## config.mk

```make
export PLATFORM = sky130hd
export DESIGN_NAME = a_buff_loader
export DESIGN_NICKNAME = d
export VERILOG_FILES = /design/src/rtl/a_buff_pkg.sv /design/src/rtl/a_buff_loader_ctr.sv /design/src/rtl/a_buff_loader.sv
export SDC_FILE = /design/constraint.sdc
export NUM_CORES = 1
export LEC_CHECK = 0
export BUFFER_PORTS_ARGS = -buffer_cell sky130_fd_sc_hd__buf_4
export CAP_MARGIN = 20
export CORE_AREA = 2 2 91 93
export CTS_CLUSTER_SIZE = 10
export DETAILED_ROUTE_END_ITERATION = 16
export DIE_AREA = 0 0 93 95
export GPL_TIMING_DRIVEN = 0
export PLACE_DENSITY = 0.79
export SLEW_MARGIN = 30
export SYNTH_ARGS = -nofsm -noshare
export SYNTH_HDL_FRONTEND = slang
export SYNTH_HIERARCHICAL = 1
export SYNTH_SLANG_ARGS = --single-unit
export TNS_END_PERCENT = 50
```

## constraint.sdc

```tcl
create_clock -name clk -period 3.2 [get_ports clk]
set_input_delay 0.64 -clock clk [delete_from_list [all_inputs] [get_ports clk]]
set_output_delay 0.64 -clock clk [all_outputs]
set_load 0.01 [all_outputs]
```

## src/rtl/a_buff_pkg.sv

```systemverilog
// rtl/a_buff_pkg.sv - shared sizing, state encoding and helpers for the A-buffer loader
package a_buff_pkg;

    localparam int DATA_WIDTH      = 8;
    localparam int MEM_DEPTH       = 8;
    localparam int ADDR_WIDTH      = 3;
    localparam int NUM_MACS        = 2;
    localparam int NUM_PEs_PER_ROW = 4;
    localparam int LANE_W          = NUM_MACS * DATA_WIDTH;
    localparam int ROW_W           = NUM_PEs_PER_ROW * LANE_W;

    typedef enum logic [1:0] {
        IDLE = 2'd0,
        LOAD = 2'd1,
        DONE = 2'd2
    } state_t;

    // Lane counter width; a single-lane row still needs one bit.
    function automatic int lane_cw(input int lanes);
        return (lanes > 1) ? $clog2(lanes) : 1;
    endfunction

endpackage

```

## src/rtl/a_buff_loader_ctr.sv

```systemverilog
// rtl/a_buff_loader_ctr.sv - row/lane position counter with lane wrap and last-beat flag
module a_buff_loader_ctr
    import a_buff_pkg::*;
#(
    parameter int ADDR_WIDTH      = a_buff_pkg::ADDR_WIDTH,
    parameter int NUM_PEs_PER_ROW = a_buff_pkg::NUM_PEs_PER_ROW,
    parameter int LANE_CW         = lane_cw(NUM_PEs_PER_ROW)
) (
    input  logic                  clk,
    input  logic                  rst,
    input  logic                  clear,
    input  logic                  advance,
    input  logic [ADDR_WIDTH:0]   rows,
    output logic [ADDR_WIDTH-1:0] row,
    output logic [LANE_CW-1:0]    lane,
    output logic                  last_beat
);

    localparam logic [LANE_CW-1:0]  LANE_MAX = LANE_CW'(NUM_PEs_PER_ROW - 1);
    localparam logic [ADDR_WIDTH:0] ROWS_ONE = (ADDR_WIDTH + 1)'(1);

    logic lane_wrap;

    assign lane_wrap = (lane == LANE_MAX);
    assign last_beat = lane_wrap && ({1'b0, row} == (rows - ROWS_ONE));

    always_ff @(posedge clk or posedge rst) begin
        if (rst) begin
            row  <= '0;
            lane <= '0;
        end else if (clear) begin
            row  <= '0;
            lane <= '0;
        end else if (advance) begin
            if (lane_wrap) begin
                lane <= '0;
                row  <= row + 1'b1;
            end else begin
                lane <= lane + 1'b1;
            end
        end
    end

endmodule

```

## src/rtl/a_buff_loader.sv

```systemverilog
// rtl/a_buff_loader.sv - streams row data into the A-buffer write port; A_BUFF_LOADER_ROW_PACK_EN writes whole rows
module a_buff_loader
    import a_buff_pkg::*;
#(
    parameter int DATA_WIDTH      = a_buff_pkg::DATA_WIDTH,
    parameter int MEM_DEPTH       = a_buff_pkg::MEM_DEPTH,
    parameter int ADDR_WIDTH      = a_buff_pkg::ADDR_WIDTH,
    parameter int NUM_MACS        = a_buff_pkg::NUM_MACS,
    parameter int NUM_PEs_PER_ROW = a_buff_pkg::NUM_PEs_PER_ROW
) (
    input  logic                                       clk,
    input  logic                                       rst,
    input  logic                                       start,
    input  logic [ADDR_WIDTH:0]                        num_rows,
    input  logic [NUM_MACS*DATA_WIDTH-1:0]             s_data,
    input  logic                                       s_valid,
    output logic                                       s_ready,
    output logic [NUM_PEs_PER_ROW*NUM_MACS*DATA_WIDTH-1:0] buf_in,
    output logic [ADDR_WIDTH-1:0]                      buf_addr,
    output logic                                       buf_en,
    output logic [NUM_PEs_PER_ROW-1:0]                 buf_wr,
    output logic                                       busy,
    output logic                                       done
);

    localparam int LANE_BITS = NUM_MACS * DATA_WIDTH;
    localparam int ROW_BITS  = NUM_PEs_PER_ROW * LANE_BITS;
    localparam int LANE_BITS_W = lane_cw(NUM_PEs_PER_ROW);
    localparam logic [ADDR_WIDTH:0] DEPTH_C = (ADDR_WIDTH + 1)'(MEM_DEPTH);

    state_t                  state, state_nxt;
    logic [ADDR_WIDTH:0]     rows_lat;
    logic [ADDR_WIDTH:0]     rows_clip;
    logic [ADDR_WIDTH-1:0]   row;
    logic [LANE_BITS_W-1:0]  lane;
    logic                    last_beat;
    logic                    accept_start;
    logic                    beat;

    assign accept_start = (state == IDLE) && start;
    assign beat         = (state == LOAD) && s_valid;
    assign rows_clip    = (num_rows > DEPTH_C) ? DEPTH_C : num_rows;

    a_buff_loader_ctr #(
        .ADDR_WIDTH      (ADDR_WIDTH),
        .NUM_PEs_PER_ROW (NUM_PEs_PER_ROW),
        .LANE_CW         (LANE_BITS_W)
    ) u_ctr (
        .clk       (clk),
        .rst       (rst),
        .clear     (accept_start),
        .advance   (beat),
        .rows      (rows_lat),
        .row       (row),
        .lane      (lane),
        .last_beat (last_beat)
    );

    always_ff @(posedge clk or posedge rst) begin
        if (rst) begin
            state <= IDLE;
        end else begin
            state <= state_nxt;
        end
    end

    always_comb begin
        state_nxt = state;
        case (state)
            IDLE: if (start) state_nxt = (num_rows == '0) ? DONE : LOAD;
            LOAD: if (beat && last_beat) state_nxt = DONE;
            DONE: state_nxt = IDLE;
            default: state_nxt = IDLE;
        endcase
    end

    always_comb begin
        s_ready = (state == LOAD);
        busy    = (state != IDLE);
    end

    // done follows the DONE state by one edge so it lands one cycle after the final write.
    always_ff @(posedge clk or posedge rst) begin
        if (rst) begin
            done     <= 1'b0;
            rows_lat <= '0;
        end else begin
            done <= (state == DONE);
            if (accept_start) begin
                rows_lat <= rows_clip;
            end
        end
    end

`ifdef A_BUFF_LOADER_ROW_PACK_EN
    logic [ROW_BITS-1:0] stage;
    logic [ROW_BITS-1:0] row_nxt;
    logic                write_row;

    always_comb begin
        row_nxt = stage;
        row_nxt[lane*LANE_BITS +: LANE_BITS] = s_data;
    end

    assign write_row = beat && (lane == LANE_BITS_W'(NUM_PEs_PER_ROW - 1));

    always_ff @(posedge clk or posedge rst) begin
        if (rst) begin
            stage    <= '0;
            buf_en   <= 1'b0;
            buf_wr   <= '0;
            buf_in   <= '0;
            buf_addr <= '0;
        end else begin
            buf_en <= write_row;
            buf_wr <= write_row ? '1 : '0;
            if (beat) begin
                stage <= row_nxt;
            end
            if (write_row) begin
                buf_in   <= row_nxt;
                buf_addr <= row;
            end
        end
    end
`else
    always_ff @(posedge clk or posedge rst) begin
        if (rst) begin
            buf_en   <= 1'b0;
            buf_wr   <= '0;
            buf_in   <= '0;
            buf_addr <= '0;
        end else begin
            buf_en <= beat;
            buf_wr <= beat ? (NUM_PEs_PER_ROW'(1) << lane) : '0;
            if (beat) begin
                buf_in   <= ROW_BITS'(s_data) << (lane * LANE_BITS);
                buf_addr <= row;
            end
        end
    end
`endif

endmodule

```

Word level (Yosys, flattened, before mapping). Cells that the tools add are included.

Multiplexer cells: 12. Reductions and logical operators: 11. Shifts and indexed selects: 2. Magnitude comparators: 1. Eq/ne operators: 6. Add/subtract/negate cells: 3.

Operator list (number): $shl A16 B6 Y64 (1); $mux W2 (6); $mux W3 (3); $mux W4 (2); $reduce_bool A2 Y1 (3); $eq A2 B2 Y1 const B (2); $eq A3 B4 Y1 (1); $gt A4 B4 Y1 const B (1); $logic_and A1 B1 Y1 (4); $logic_not A4 Y1 (1); $pmux W2 S2 (1); $reduce_and A2 Y1 (2); $shl A1 B2 Y4 const A (1); $sub A4 B1 Y4 const B (1); $add A3 B1 Y3 const B (1); $add A2 B1 Y2 const B (1); $eq A2 B1 Y1 const B (1); $logic_not A2 Y1 (1); $ne A2 B1 Y1 const B (1); $ne A2 B2 Y1 const B (1).

Bits of input ports: 24. Register bits after elaboration: 84. Logic and storage cells: 44. Output and inout port bits: 75.

Logic depth before layout (Yosys ltp).
Word-level depth: 6. Mapped depth: 7. Mapped depth without buffers: 7.

Hierarchy. The synthesis kept the hierarchy.

Modules (own cells, without submodules): a_buff_loader (instances 1, cells each 254, sequential area each 1976.9 um^2, area each 3852.4 um^2); a_buff_loader_ctr (instances 1, cells each 32, sequential area each 125.1 um^2, area each 310.3 um^2).

Worst setup path after synthesis. No wires, ideal clock.

Path kind: flip-flop to flip-flop. Start point: reg rows_lat[0]. End point: reg state[0]. Setup slack: 1422 ps. Required time: 3079 ps. Clock period less this slack: 1778 ps. Arrival time: 1657 ps. Library setup time: 121 ps. Path buffers: 0. Stages on the path, launching flop included: 8. Cell sequence: dfrtp_1 > inv_1 > ha_1 > xor2_1 > o211ai_1 > a2111oi_1 > nand2_1 > a22o_1.

Cells in the longest elaborated chain, start to end: 6.

Ends and longest elaborated chain: start, declared (RTL line a_buff_loader.sv:32) `logic [ADDR_WIDTH:0] rows_lat;`; start signal, assigned (RTL line a_buff_loader.sv:90) `rows_lat <= rows_clip;`; $sub A4 B1 Y4 (RTL line a_buff_loader_ctr.sv:25) `assign last_beat = lane_wrap && ({1'b0, row} == (rows - ROWS_ONE));`; $eq A3 B4 Y1 (RTL line a_buff_loader_ctr.sv:25); $logic_and A1 B1 Y1 (RTL line a_buff_loader_ctr.sv:25); named net last_beat (RTL line a_buff_loader.sv:36) `logic last_beat;`; $logic_and A1 B1 Y1 (RTL line a_buff_loader.sv:71) `LOAD: if (beat && last_beat) state_nxt = DONE;`; $ne A2 B1 Y1 (no source line); $reduce_and A2 Y1 (no source line); end signal, assigned (RTL line a_buff_loader.sv:63) `state <= state_nxt;`; end, declared (RTL line a_buff_loader.sv:31) `state_t state, state_nxt;`.

The timed path passes the listed nets, and every way through them passes these cells. A chain may end at the register's enable or synchronous reset.

Worst setup path after layout. Ends and elaborated chain as after synthesis.

==> results.json <==
{
  "power.internal_mw": 3.203,
  "antenna_cells": 0,
  "yosysTopAreaCell": "dfrtp_1",
  "start_kind": "flop",
  "core_area_um2": 7928,
  "cp_max_fo": 4,
  "yosys_warnings": 6,
  "postCtsResizedCells": 0,
  "grt_remaining_overflow": 0,
  "worstPathArrival_ns": 2.25,
  "num_vias": 2650,
  "crit_required_ns": 3.44,
  "worst-path-stages": 7,
  "fillCellCount": 633,
  "root_buffer": "clkbuf_8",
  "p_per_area_nw_per_um2": 927.8,
  "synth_area_per_cell_um2": 14.56,
  "tightest_slew_ns": 0.7464,
  "rr_worst_depth": 7,
  "path_cells": "inv_1 > ha_1 > xor2_1 > o211ai_1 > a2111oi_1 > nand2_1 > a22o_1",
  "place_area_um2": 5052,
  "io_buffers": 98,
  "ctsHoldBuffers": 0,
  "fp.dieW_um": 93,
  "drtPass1Iterations": 4,
  "synth_edf_count": 0,
  "ys_async_sr_fraction": 1.000,
  "synth_top_area_share": 0.5050,
  "synth.top_cells.by_area": "dfrtp_1 (50%), mux2_4 (23%), and3b_1 (7.4%)",
  "cap_viol_max_count": 0,
  "reg2reg_to": "state[0]",
  "p_total_mw": 4.874,
  "syn2layout_area_growth_pct": 26.21,
  "std_cell_rows": 33,
  "layout_common_cells": "buf_4 (98), dfrtp_1 (84), mux2_4 (65)",
  "setup_viol": 0,
  "dp_hpwl_um": 6695,
  "cts_max_path_buffers": 2,
  "maxSlewHeadroom": 0.5002,
  "final_common_cell": "buf_4",
  "numCtsBuffers": 9,
  "clock_latency_ns": 0.35,
  "drtIter0Drc": 91,
  "switching_power_mw": 1.671,
  "drc": 0,
  "slew_viol_final": 0,
  "fmax_mhz": 498.1,
  "dieHeight_um": 95,
  "reg2reg_slack_ns": 1.19,
  "switching_share": 0.3429,
  "antenna_found_initial": 0,
  "layout-drive-gt1-share": 0.4975,
  "ant_nets": 0,
  "synth_ff_type": "dfrtp_1",
  "cts_tree": "done",
  "critPathCaptureType": "flop",
  "avgRoutedWirePerCell_um": 18.30,
  "grtUsageMet3": 0.05028,
  "ys_seq_elements": 84,
  "power_frac_seq": 0.360,
  "clk_pin_slew_worst_paths_ns": 0.08,
  "met1_usage": 0.3001,
  "rsz0062_at_grt": "no",
  "met2_usage": 0.3388,
  "synth_area_um2": 4163,
  "clock-sinks": 84,
  "hold_class": "primary input to asynchronous set/reset pin",
  "path_class": "flop to flop",
  "start_util": 0.5251,
  "cpPeakStageDelay_ns": 0.52,
  "period_share": 0.6274,
  "status": "complete, no violations",
  "grt_pass1_wl_um": 14670,
  "ir_drop_uv": 450.4,
  "fin_area_um2": 5254,
  "vias_per_cell": 5.248,
  "slowest_stage": "a2111oi_1",
  "r2r_start": "rows_lat[0]",
  "htree_levels": 3,
  "grt_max_degree": 44,
  "routed_wl_um": 9244,
  "pwr-share-comb": 0.482,
  "finClkSkew_ns": 0.009998,
  "num_io_pins": 99,
  "critical_path.top_delay_family": "compound AO/OA/AOI/OAI gates",
  "clkPwrFrac": 0.158,
  "synthesis.nets": 313,
  "busiest_layer": "met2",
  "ys_seq_area_frac": 0.5050,
  "critPathBufInv": 1,
  "hold_violations": 0,
  "cts_setup_buffers": 0,
  "leakagePower_nw": 2.833,
  "grt_pass1_vias": 2786,
  "gp_congestion": 0.7681,
  "syn_inst": 286,
  "fin_util": 0.6627,
  "die_area_um2": 8835,
  "grtUsageTotal": 0.2199,
  "finalCriticalPeriod_ns": 2.008,
  "yosysUniqueCellTypes": 30,
  "fin_nets": 423
}
cells in the mapped netlist, types with 4 or more instances:
cell type  count
and3b_1       35
buf_12         6
mux2_2         6
clkbuf_1      10
and3_1        17
mux2_4        65
nor2b_1        4
nor3b_1       17
buf_2          4
nor2_1         5
xor2_1         4
dfrtp_1       84
inv_1          4
worst max path at each step:
stage	startpoint	end	slack (ns)
after global placement	rst	buf_in[44]	-0.35
after detailed placement	rows_lat[0]	state[0]	1.18
final	rows_lat[0]	state[0]	1.19
after global routing	rows_lat[0]	state[0]	1.01
after CTS	rows_lat[0]	state[0]	1.16
after floorplan	rst	buf_addr[0]	0.54
flip-flops by register name, indices dropped and copies added (netlist names):
signal / cells
buf_in: 64
buf_wr: 4
rows_lat: 4
buf_addr: 3
u_ctr/row: 3
state: 2
u_ctr/lane: 2
buf_en: 1
done: 1
kinds of logic after synthesis:
| family | count (synthesis) | share of synthesized area |
|---|---|---|
| AND/OR/NAND/NOR | 89 | 0.1563 |
| flip-flops | 84 | 0.5050 |
| multiplexers | 73 | 0.2555 |
| buffers and inverters | 26 | 0.05170 |
| XOR/XNOR | 6 | 0.01262 |
| AO/OA/AOI/OAI | 5 | 0.009919 |
| adder cells (fa/ha/maj) | 3 | 0.009018 |
final cells by class:
cell class	count	area, um2	area share
Multi-Input combinational cell	176	1846	0.3513
Clock inverter	3	46.29	0.008812
Sequential cell	84	2102	0.4001
Timing Repair Buffer	99	755.7	0.1438
Inverter	4	17.52	0.003334
Buffer	22	200.2	0.03810
Clock buffer	12	155.1	0.02953
Tap cell	105	131.4	0.02501
power by group through the flow:
stage	sequential (mW)	clock [mW]	combinational, mW
after floorplan	1.87	0	1.34
after global placement	1.75	0	2.29
after detailed placement	1.76	0	2.36
after CTS	1.75	0.784	2.37
final	1.75	0.771	2.35
after global routing	1.80	0.831	2.52
stage by stage:
stage               setup WS [ns]  instances  TNS (ns)  hold slack [ns]
floorplan                  0.5366        286         0           0.4185
global placement          -0.3461        489    -27.03           0.4938
detailed placement          1.183        490         0           0.4962
CTS                         1.158        505         0           0.1947
global route                1.012        505         0           0.1953
finish                      1.192        505         0           0.2026
per-layer routing:
layer,up-vias,wire [um]
met5,-,0
met4,0,180
met3,15,448
met2,83,4384
met1,1316,4231
li1,1236,-
No activity file was read; power rests on OpenSTA's default activity.
